===== src/rtl/deserializador_pkg.sv =====
// Shared types and widths for the SD-T3 serial front stage and the queue it feeds.
package deserializador_pkg;
   typedef enum logic {COLLECT, WAIT_ACK} deser_state_t;
   localparam int WORD_W = 8;
endpackage


===== src/rtl/deserializador.sv =====
// Serial-to-parallel stage: collects WIDTH bits MSB-first, then holds the word
// with a level data_ready until the consumer acknowledges it.
module deserializador
   import deserializador_pkg::*;
#(
   parameter int WIDTH = WORD_W
) (
   input  logic             clock_100khz,
   input  logic             reset,
   input  logic             data_in,
   input  logic             write_in,
   input  logic             ack_in,
   output logic [WIDTH-1:0] data_out,
   output logic             data_ready,
   output logic             status_out
);

   localparam int CW = (WIDTH > 2) ? $clog2(WIDTH) : 1;
   localparam logic [CW-1:0] LAST = CW'(WIDTH - 1);

   deser_state_t     state;
   // Only WIDTH-1 history bits are kept; the oldest bit would shift out unread.
   logic [WIDTH-2:0] shreg;
   logic [CW-1:0]    bit_cnt;
   logic [WIDTH-1:0] next_word;

   assign next_word = {shreg, data_in};

   always_ff @(posedge clock_100khz) begin
      if (!reset) begin
         state      <= COLLECT;
         shreg      <= '0;
         bit_cnt    <= '0;
         data_out   <= '0;
         data_ready <= 1'b0;
         status_out <= 1'b0;
      end else begin
         case (state)
            COLLECT: begin
               if (write_in) begin
                  shreg <= next_word[WIDTH-2:0];
                  if (bit_cnt == LAST) begin
                     data_out   <= next_word;
                     data_ready <= 1'b1;
                     status_out <= 1'b1;
                     bit_cnt    <= '0;
                     state      <= WAIT_ACK;
                  end else begin
                     bit_cnt <= bit_cnt + 1'b1;
                  end
               end
            end
            WAIT_ACK: begin
               // Bits arriving here are dropped; data_out keeps the word after ack.
               if (ack_in) begin
                  data_ready <= 1'b0;
                  status_out <= 1'b0;
                  state      <= COLLECT;
               end
            end
            default: state <= COLLECT;
         endcase
      end
   end

endmodule


===== config.mk =====
export PLATFORM = sky130hd
export DESIGN_NAME = deserializador
export DESIGN_NICKNAME = d
export VERILOG_FILES = /design/src/rtl/deserializador_pkg.sv /design/src/rtl/deserializador.sv
export SDC_FILE = /design/constraint.sdc
export NUM_CORES = 1
export LEC_CHECK = 0
export ABC_AREA = 1
export ABC_CLOCK_PERIOD_IN_PS = 2100
export CORE_MARGIN = 2
export CORE_UTILIZATION = 45
export CTS_CLUSTER_SIZE = 28
export DETAILED_ROUTE_END_ITERATION = 8
export GPL_TIMING_DRIVEN = 0
export PLACE_DENSITY = 0.7
export RECOVER_POWER = 50
export SLEW_MARGIN = 20
export SYNTH_ARGS = -nofsm -noshare
export SYNTH_HDL_FRONTEND = slang
export SYNTH_SLANG_ARGS = --single-unit

===== constraint.sdc =====
create_clock -name clock_100khz -period 2.1 [get_ports clock_100khz]
set_input_delay 0.42 -clock clock_100khz [delete_from_list [all_inputs] [get_ports clock_100khz]]
set_output_delay 0.42 -clock clock_100khz [all_outputs]
set_load 0.05 [all_outputs]

==> impl_results.md, run 1 <==
- Largest family of logic cells by synthesized area: simple AND/OR/NAND/NOR gates
- Hold Startpoint: reset
- Final cycle utilization of the critical path: 94.2%
- Worst min path class: primary input to flop
- Sink Count: 20
- Family with the most delay on the worst path: buffers and inverters
- Remaining global-route overflow: 0
- Die Width: 46.3 µm
- Port bufs: 13
- DRC: 0
- Clock Latency Late Sink: 300 ps
- Setup WS pre-CTS: 460 ps
- Worst path buffer plus inverter count: 2
- Crit path depth: 2
- Filler cells: 155
- Hold_buf cts: 0
- Depth of the CTS H-tree: 1
- Hold depth: 3
- Seq cells post-synth: 20
- Initial Util: 47.0%
- CP cell instances: buf_4, clkdlybuf4s50_1
- R2R Setup Slk: 460 ps
- Fmax: 0.505 GHz
- Via Count: 669
- R2R Path Start: bit_cnt[0]$_SDFFE_PN0P_
- HPWL Detailed: 989 µm
- Chip height: 46.3 µm
- Num CTS Buffers: 3
- R2r endpoint: data_out[6]$_SDFFE_PN0P_
- Root buffer cell: clkbuf_4
- Largest net degree at the start of global routing: 12
- Gr usage total: 15.3%
- Max-slew violation count: 0
- RSZ-0062 raised after global routing: false
- Via count of the first global-routing pass: 547
- CP peak stage delay: 780 ps
- TNS Setup: 0 ps
- # rows: 15
- Cell variety after synth: 15
- Synth area leaders: dfxtp_1 50%, nor2_1 18%, nand2_1 9.8%
- # IOs: 15
- Commonest non-fill, non-tap cells in the layout: 40 x nor2_1, 21 x nand2_1, 20 x dfxtp_1
- Synth Instances: 111
- CTS tree: done
- Critical path class: flop to output port
- First-pass GRT wire length: 2300 µm
- Post-DRT Antenna Nets: 0
- Worst EP required: 1680 ps
- Total Power: 0.000681 W
- Post-synthesis simple-gate area fraction: 31.5%
- Worst hold endpoint: shreg[0]$_SDFFE_PN0P_
- VDD IR-drop max: 375 µV
- CTS clk-pin slew, worst paths: 110 ps
- Diode count: 0
- Post_cts resized: 0
- Drt first-iter violations: 11
- Final worst setup slack: 121 ps
- WL per Instance: 8.75 µm
- Setup Viol. Count Final: 0
- CP Max Fanout: 3
- Max-Slew Margin vs Limit: 57.3%
- Antenna violations before repair: 0
- Cell accounting for the most synthesized area: dfxtp_1
- Worst Path Arrival: 1560 ps
- Post-Route WL: 1340 µm
- Core area: 1710 µm²
- Run status: finished, final reports clean
- Fin. Hold Viols: 0
- Synth Warn #: 0
- Synthesis-to-layout area growth: 22.1%
- Clock Path Buffers: 2
- Startpoint types: flop
- Mux cell area share after synthesis: 0%
- Gpl congestion: 0.701
- Critical path's slowest cell: clkdlybuf4s50_1
- Postcts setup bufs: 0
- Leak: 0.467 nW
- Yosys top cell area share: 49.8%
- Pwr dens: 694 nW/µm²
- Post-synth net total: 118
- Placed cell count: 149
- Share of layout cells above drive strength 1: 7.03%
- CP Capture Type: output port
- Synth Area in Adders: 3.12%
- Synthesized area per cell: 7.24 µm²
- Skew final: 1.29 ps
- Sequential share of the synthesized area: 49.8%
- Worst Tran Pin Value: 639 ps
- Initial DRT Pass Iterations: 4
- Fin cells: 153
- Synth Area in Compound Gates: 6.85%
- Synth Area in XOR/XNOR: 0%
- Max cap viols: 0
- DIE AREA: 2140 µm²
- Synthesized cell area: 803 µm²
- Nets: 136
- R2R cell count: 7
- Commonest non-fill, non-tap cell in the layout: nor2_1
- Via density: 4.37
- Minimum clock period: 1980 ps
[metal layers]
metal / global-route usage (%) / up-vias / routed length (µm)
li1: - / 370 / -
met3: 3.53 / 2 / 34
met2: 23.1 / 12 / 587
met4: 6.86 / 0 / 24
met5: 0 / - / 0
met1: 20.7 / 285 / 692
[power breakdown]
part | switching, W | internal (W)
registers | 0.00000977 | 0.000394
clock network | 0.000118 | 0.000106
logic | 0.0000319 | 0.0000217
total | 0.000159 | 0.000521
[sequential cells by signal, summed over array words and instances (netlist names)]
register	flops
data_out	8
shreg	7
bit_cnt	3
state	1
status_out	1
[worst min-delay path: cells and delay by family]
family	cells	cell delay, ps
compound gates	1	100
buf+inv	1	150
simple gates	1	40
[stage by stage]
| stage | cell area [µm²] | hold slack, ps | utilization [%] |
|---|---|---|---|
| 4_1_cts | 1000 | 433 | 58.6 |
| 3_3_place_gp | 965 | 470 | 56.5 |
| 6_report | 981 | 436 | 57.4 |
| 5_1_grt | 981 | 452 | 57.4 |
| 3_5_place_dp | 965 | 473 | 56.5 |
| 2_1_floorplan | 803 | 455 | - |
[layout make-up]
type | instances | area, µm² | area share [%]
buffer | 4 | 21.3 | 2.17
clock buffer | 4 | 36.3 | 3.70
inverter | 11 | 41.3 | 4.21
multi-input combinational | 76 | 320 | 32.7
sequential | 20 | 400 | 40.8
tap | 25 | 31.3 | 3.19
timing repair buffer | 13 | 130 | 13.3
[synthesized netlist by cell type]
library cell,instances
a21oi_1,2
buf_2,1
buf_4,1
buf_6,1
clkbuf_2,1
dfxtp_1,20
ha_1,2
inv_1,9
inv_2,2
nand2_1,21
nand2_2,1
nand3_2,1
nor2_1,39
nor2_4,1
o21ai_1,9
[how the worst max path moves through the flow]
stage / startpoint / end / slack (ps)
global route: status_out$_SDFFE_PN0P_ / status_out / 50
global placement: status_out$_SDFFE_PN0P_ / status_out / 470
CTS: status_out$_SDFFE_PN0P_ / status_out / 110
floorplan: status_out$_SDFFE_PN0P_ / status_out / 770
detailed placement: status_out$_SDFFE_PN0P_ / status_out / 460
finish: status_out$_SDFFE_PN0P_ / status_out / 120
[logic make-up after synthesis]
logic type      Yosys count
simple gates             63
flops                    20
buf+inv                  15
compound gates           11
fa+ha+maj                 2
(Power assumes the default switching activity.)
==> inputs of run 2 (changes only) <==
CTS_CLUSTER_SIZE = 24   (was 28)
MAX_ROUTING_LAYER = met4   (was not set)
==> results of run 2 <==
Final layout, timing and power as in run 1 (identical DEF).
Among the figures that moved: final weighted congestion in routability-driven placement 0.701 -> 0.709; overall routing resource usage 15.3% -> 15.8%
==> inputs of run 3 (changes only) <==
SLEW_MARGIN = 10   (was 20)
==> results of run 3 <==
Final layout, timing and power as in run 1 (identical DEF).
Among the figures that moved: final weighted congestion in routability-driven placement 0.701 -> 0.709; overall routing resource usage 15.3% -> 15.8%
